### src/rtl/csa_stream_accumulator.sv
// Frame accumulator: LANES operands/beat folded into redundant S/C via 3:2 rows, one CPA per frame.
// Result registered the cycle after the last beat; in_ready low until out handshake. Option: CSA_BEATCNT_EN adds out_beats.
module csa_stream_accumulator #(
  parameter int WIDTH     = 16,
  parameter int LANES     = 3,
  parameter int SUM_WIDTH = 20
) (
  input  logic                   clk,
  input  logic                   rst_n,
  input  logic                   in_valid,
  output logic                   in_ready,
  input  logic [LANES*WIDTH-1:0] in_data,
  input  logic                   in_last,
  output logic                   out_valid,
  input  logic                   out_ready,
  output logic [SUM_WIDTH-1:0]   out_sum,
`ifdef CSA_BEATCNT_EN
  output logic [15:0]            out_beats,
`endif
  output logic                   out_ovf
);

  typedef enum logic [1:0] {ACCUM, RESOLVE, OUTPUT} state_t;

  state_t               state;
  logic [SUM_WIDTH-1:0] s_q, c_q;
  logic                 ovf_acc;

  logic [SUM_WIDTH-1:0] row_s, row_c, row_x, row_maj;
  logic [SUM_WIDTH-1:0] s_nxt, c_nxt;
  logic                 drop;
  logic [SUM_WIDTH:0]   cpa;

  // Each lane is folded in by one 3:2 row; a majority bit at the MSB would shift
  // out of the carry vector, and since everything is unsigned that proves overflow.
  always_comb begin
    row_s   = s_q;
    row_c   = c_q;
    row_x   = '0;
    row_maj = '0;
    drop    = 1'b0;
    for (int k = 0; k < LANES; k++) begin
      row_x   = SUM_WIDTH'(in_data[k*WIDTH +: WIDTH]);
      row_maj = (row_s & row_c) | (row_s & row_x) | (row_c & row_x);
      row_s   = row_s ^ row_c ^ row_x;
      drop    = drop | row_maj[SUM_WIDTH-1];
      row_c   = {row_maj[SUM_WIDTH-2:0], 1'b0};
    end
    s_nxt = row_s;
    c_nxt = row_c;
  end

  assign cpa = {1'b0, s_q} + {1'b0, c_q};

  always_ff @(posedge clk) begin
    if (!rst_n) begin
      state     <= ACCUM;
      s_q       <= '0;
      c_q       <= '0;
      ovf_acc   <= 1'b0;
      in_ready  <= 1'b1;
      out_valid <= 1'b0;
      out_sum   <= '0;
      out_ovf   <= 1'b0;
    end else begin
      case (state)
        ACCUM: begin
          if (in_valid && in_ready) begin
            s_q     <= s_nxt;
            c_q     <= c_nxt;
            ovf_acc <= ovf_acc | drop;
            if (in_last) begin
              state    <= RESOLVE;
              in_ready <= 1'b0;
            end
          end
        end
        RESOLVE: begin
          out_sum   <= cpa[SUM_WIDTH-1:0];
          out_ovf   <= ovf_acc | cpa[SUM_WIDTH];
          s_q       <= '0;
          c_q       <= '0;
          ovf_acc   <= 1'b0;
          out_valid <= 1'b1;
          state     <= OUTPUT;
        end
        OUTPUT: begin
          if (out_ready) begin
            out_valid <= 1'b0;
            in_ready  <= 1'b1;
            state     <= ACCUM;
          end
        end
        default: state <= ACCUM;
      endcase
    end
  end

`ifdef CSA_BEATCNT_EN
  logic [15:0] beat_cnt;

  always_ff @(posedge clk) begin
    if (!rst_n) begin
      beat_cnt  <= '0;
      out_beats <= '0;
    end else if (state == RESOLVE) begin
      out_beats <= beat_cnt;
      beat_cnt  <= '0;
    end else if (state == ACCUM && in_valid && in_ready && beat_cnt != 16'hFFFF) begin
      beat_cnt <= beat_cnt + 16'd1;
    end
  end
`endif

endmodule

### config.mk
export PLATFORM = sky130hd
export DESIGN_NAME = csa_stream_accumulator
export DESIGN_NICKNAME = d
export VERILOG_FILES = /design/src/rtl/csa_stream_accumulator.sv
export SDC_FILE = /design/constraint.sdc
export NUM_CORES = 1
export LEC_CHECK = 0
export CAP_MARGIN = 10
export CORE_ASPECT_RATIO = 0.75
export CORE_MARGIN = 2
export CORE_UTILIZATION = 45
export CTS_BUF_LIST = sky130_fd_sc_hd__clkbuf_4 sky130_fd_sc_hd__clkbuf_8 sky130_fd_sc_hd__clkbuf_16
export DETAILED_ROUTE_END_ITERATION = 10
export PLACE_DENSITY = 0.7
export SYNTH_ARGS = -nofsm -noshare
export SYNTH_HDL_FRONTEND = slang
export SYNTH_SLANG_ARGS = --single-unit
### constraint.sdc
create_clock -name clk -period 3.1 [get_ports clk]
set_input_delay 0.465 -clock clk [delete_from_list [all_inputs] [get_ports clk]]
set_output_delay 0.465 -clock clk [all_outputs]
set_load 0.03 [all_outputs]
* After elaboration in Yosys (flattened, before gate mapping)
Index checks and enable logic that the tools add are counted.
** Cells by class
- Equality and inequality tests :: 5
- Muxes and demuxes :: 16
- Reduce and logical (&&, ||, !) cells :: 9
- $add $sub $neg :: 1
- Bitwise operators :: 25
** Operator list (number)
- $and A20 B16 Y20 :: 6
- $or A20 B20 Y20 :: 6
- $pmux W20 S2 :: 2
- $and A20 B20 Y20 :: 3
- $xor A20 B16 Y20 :: 3
- $xor A20 B20 Y20 :: 3
- $mux W20 :: 2
- $add A20 B20 Y21 :: 1
- $mux W2 :: 3
- $ne A2 B2 Y1 const B :: 3
- $pmux W1 S2 :: 3
- $pmux W2 S3 :: 1
- $reduce_bool A2 Y1 :: 3
- $mux W1 :: 5
- $or A1 B1 Y1 :: 4
- $reduce_and A2 Y1 :: 2
- $reduce_and A4 Y1 :: 1
- $reduce_and A3 Y1 :: 1
- $eq A2 B1 Y1 const B :: 1
- $eq A2 B2 Y1 const B :: 1
- $logic_not A2 Y1 :: 1
- $logic_and A1 B1 Y1 :: 1
** Word-level totals
- Flip-flop bits (word level) :: 66
- Input bits :: 53

* Longest topological paths before layout
- Word-level depth :: 13
- Gate-level depth with buffers :: 8

* Least setup slack after synthesis
OpenSTA, ideal clock, no wires.
- Path kind :: in2reg
- From :: input in_data[1]
- To :: register s_q[1]
- Slack :: 0.752 ns
- Arrival :: 2.220 ns
- Path buffers :: 0
- Stages on the path :: 7
- Cell sequence :: fa_1 -> fa_1 -> inv_1 -> fa_1 -> inv_1 -> a22oi_1 -> nor2_1
** Between the ends
- Longest elaborated chain between the ends :: 7
** Ends and longest elaborated chain
- start: declaration :: RTL line 12 : input logic [LANES*WIDTH-1:0] in_data,
- $xor A20 B16 Y20 :: RTL line 45 : row_s = row_s ^ row_c ^ row_x;
- $xor A20 B20 Y20 :: RTL line 45
- $xor A20 B16 Y20 :: RTL line 45
- $xor A20 B20 Y20 :: RTL line 45
- $xor A20 B16 Y20 :: RTL line 45
- $mux W20 :: RTL line 68 : if (in_valid && in_ready) begin
- $pmux W20 S2 :: RTL line 66 : case (state)
- end signal: assignment :: RTL line 69 : s_q <= s_nxt;
- end: declaration :: RTL line 26 : logic [SUM_WIDTH-1:0] s_q, c_q;
Every way passes these cells. The select of a mux whose other input is x is not followed.
A chain may end at the register's enable or synchronous reset.

* Worst setup path after layout
Ends and elaborated chain as after synthesis.

==> metrics.md <==
| Metric | Value |
|---|---|
| Via-per-instance ratio | `5.52` |
| DP Worst Slack | `0.242 ns` |
| Inserted Clock Buffers | `9` |
| Total GRT Usage | `20.5%` |
| Yosys warning count | `0` |
| Max Fanout on Critical Path | `1` |
| Storage element area | `1300 sq um` |
| Setup TNS | `0 ns` |
| Antenna viol nets, final | `0` |
| Via Count | `3287` |
| Layout Skew | `0.00548 ns` |
| Initial DRC count | `249` |
| Largest net degree at the start of global routing | `40` |
| Num rows | `30` |
| CTS Hold Bufs | `0` |
| Die Area | `10000 sq um` |
| Vias in the first global route | `3303` |
| Cell variety after synth | `46` |
| Initial antenna violation count | `0` |
| Chip width | `115 microns` |
| Clock-pin slew on the worst setup and hold paths | `0.06 ns` |
| Post-synth EDFFs | `0` |
| CTS Buffer Depth | `2` |
| Core ar. | `9010 sq um` |
| Critical-path cell list | `clkdlybuf4s50_1, fa_1, fa_1, inv_1, fa_1, inv_1, a22oi_1, nor2_1` |
| Root buf cell | `clkbuf_16` |
| Layout area overhead | `28.5%` |
| Top FF cell, synth | `dfxtp_1` |
| Initial core utilization | `46.2%` |
| Switching share of power | `36.2%` |
| Synth area leaders | `dfxtp_1 (31%), fa_1 (24%), ha_1 (8.7%)` |
| Part of the power in registers | `29.7%` |
| Fmax | `395 MHz` |
| Combinational power share | `43.0%` |
| Least-Margin Pin Slew | `1.02 ns` |
| Worst relative slew slack | `31.7%` |
| Post-CTS setup buffers | `0` |
| Psw | `0.00137 W` |
| Pwr/cell area | `707 nW/um^2` |
| Layout Nets | `609` |
| Worst EP arrival | `2.75 ns` |
| CTS HTree Levels | `3` |
| Post-Syn Instances | `405` |
| HP Class | `flip-flop to flip-flop` |
| # resized after CTS | `0` |
| Maximum vdd drop | `0.000337 V` |
| Placer Congestion | `0.842` |
| Max-cap violation count | `0` |
| Fin. max-slew vios | `0` |
| Slowest stage delay, CP | `0.51 ns` |
| Syn Nets | `536` |
| Final setup viols | `0` |
| WL/cell | `15.9 microns` |
| Hold depth | `2` |
| Flops & latches, synth | `65` |
| Detailed placement HPWL | `7130 microns` |
| Internal Dissipation | `0.00241 W` |
| Multi-input combinational cell area | `2750 sq um` |
| Fill cell count | `767` |
| First drt pass iteration count | `5` |
| Status | `complete, no violations` |
| Gr ovfl total | `0` |
| Die Span Y | `87.3 microns` |
| Post-synth ARST share | `0%` |
| Critical path class | `input port to flip-flop` |
| Cell mode on critical path | `fa_1` |
| TritonCTS clock tree | `built` |
| Clk_lat worst skew | `0.33 ns` |
| Input/output buffers | `75` |
| DRC errors left | `0` |
| Nature of the critical path endpoint | `flip-flop` |
| Total chip power | `0.00378 W` |
| Post-synthesis sequential area ratio | `31.3%` |
| Top-area cell type share of the netlist area | `31.3%` |
| RSZ-0062 raised after global routing | `false` |
| Clock power share | `27.3%` |
| Worst R2R Path Depth | `8` |
| CP max-delay cell | `fa_1` |
| Period utilisation layout | `81.6%` |
| Clock sink count | `65` |
| Drt total wl | `9470 microns` |
| First-pass GRT wire length | `16100 microns` |
| Synthesized area | `4160 sq um` |
| Minimum clock period | `2.53 ns` |
| Final hold vios | `0` |
| Share of cells above drive strength 1 | `8.28%` |
| Static leakage | `2.20 nW` |
| Area leader, netlist | `dfxtp_1` |
| Antenna diodes | `0` |
| Final WS setup | `0.569 ns` |
| Worst path required time | `3.32 ns` |
| Syn_area_per_cell | `10.3 sq um` |
| Startpoint types | `input port` |
| Ports | `76` |
-- per-stage QoR --
stage	util, %	area, sq um	hold WS, ns	cells
after floorplan	-	4160	0.448	405
after global placement	56.0	5040	0.440	579
after detailed placement	56.0	5040	0.445	579
after CTS	59.4	5350	0.454	595
after global routing	59.4	5350	0.486	595
final	59.4	5350	0.453	595
-- logic make-up after synthesis --
group	Yosys count	synth area share [%]
and+or+nand+nor	103	10.8
adders and majority gates	78	32.3
muxes	2	0.481
DFF	65	31.3
AOI/OAI and AO/OA	113	19.9
xor gates and xnor gates	11	2.31
buffers and inverters	33	2.97
-- metal layers --
layer	global-route usage [%]	vias to the layer above	share of wire [%]
li1	-	1583	-
met1	26.6	1600	46
met2	34.6	91	48
met3	4.73	13	5.2
met4	5.59	0	1.2
met5	0	-	0
-- registers in the layout (all words and copies together), names as in the netlist --
name       count
c_q           19
in_ready       1
out_ovf        1
out_sum       20
out_valid      1
ovf_acc        1
s_q           20
state          2
-- area by class of cell --
class | instances | area share (%)
repair buffers | 83 | 15.2
well taps | 112 | 2.62
multi-input cells | 307 | 51.3
clock buffers | 10 | 4.47
flip-flops and latches | 65 | 24.3
inverters | 12 | 0.842
clock inverters | 6 | 1.24
-- cell usage in the layout, fill, tap and decap left out, types with 7 or more instances in the layout --
cell,synthesis,routed
a21o_1,7,7
a21oi_1,24,24
a22oi_1,41,41
buf_4,0,8
clkbuf_16,0,9
clkdlybuf4s50_1,0,75
dfxtp_1,65,65
fa_1,49,49
ha_1,29,29
inv_1,12,12
nand2_1,21,21
nand3_1,11,11
nor2_1,54,53
o21ai_0,7,7
xnor2_1,10,10
-- power by group through the flow --
stage / Sequential [W] / Clock (W) / Combinational [W]
after floorplan: 0.00113 / 0 / 0.00119
after global placement: 0.00114 / 0 / 0.00157
after detailed placement: 0.00114 / 0 / 0.00163
after CTS: 0.00113 / 0.00105 / 0.00165
after global routing: 0.00115 / 0.00109 / 0.00189
final: 0.00112 / 0.00103 / 0.00163
-- worst max-delay path, delay by kind of cell --
kind | cells | cell delay [ns]
buf+inv | 3 | 0.53
compound gates | 1 | 0.17
simple gates | 1 | 0.06
fa+ha+maj | 3 | 1.53
-- final timing paths --
kind | slack, ns | from | to
worst max-delay path | 0.57 | in_data[1] | s_q[1]
worst min-delay path | 0.45 | out_sum[0] | out_sum[0]
worst max register to register | 0.79 | s_q[1] | out_sum[9]
worst min register to register | 0.45 | out_sum[0] | out_sum[0]
-- Yosys cell counts (2+ instances only) --
cell	count
inv_1	12
o211ai_2	2
nand2_1	21
a211oi_1	3
ha_1	29
a211oi_2	2
a21oi_1	24
buf_1	5
fa_1	49
and2_1	2
a21oi_2	2
o21ai_1	5
a22oi_1	41
a31oi_1	2
dfxtp_1	65
or3_1	2
a31o_1	2
a311oi_1	3
a21o_1	7
nand3_1	11
mux2i_1	2
o211ai_1	2
a211o_1	3
nor3_1	4
o21ai_0	7
clkbuf_1	16
nor2_1	54
xnor2_1	10
No activity file was read; power rests on OpenSTA's default activity.
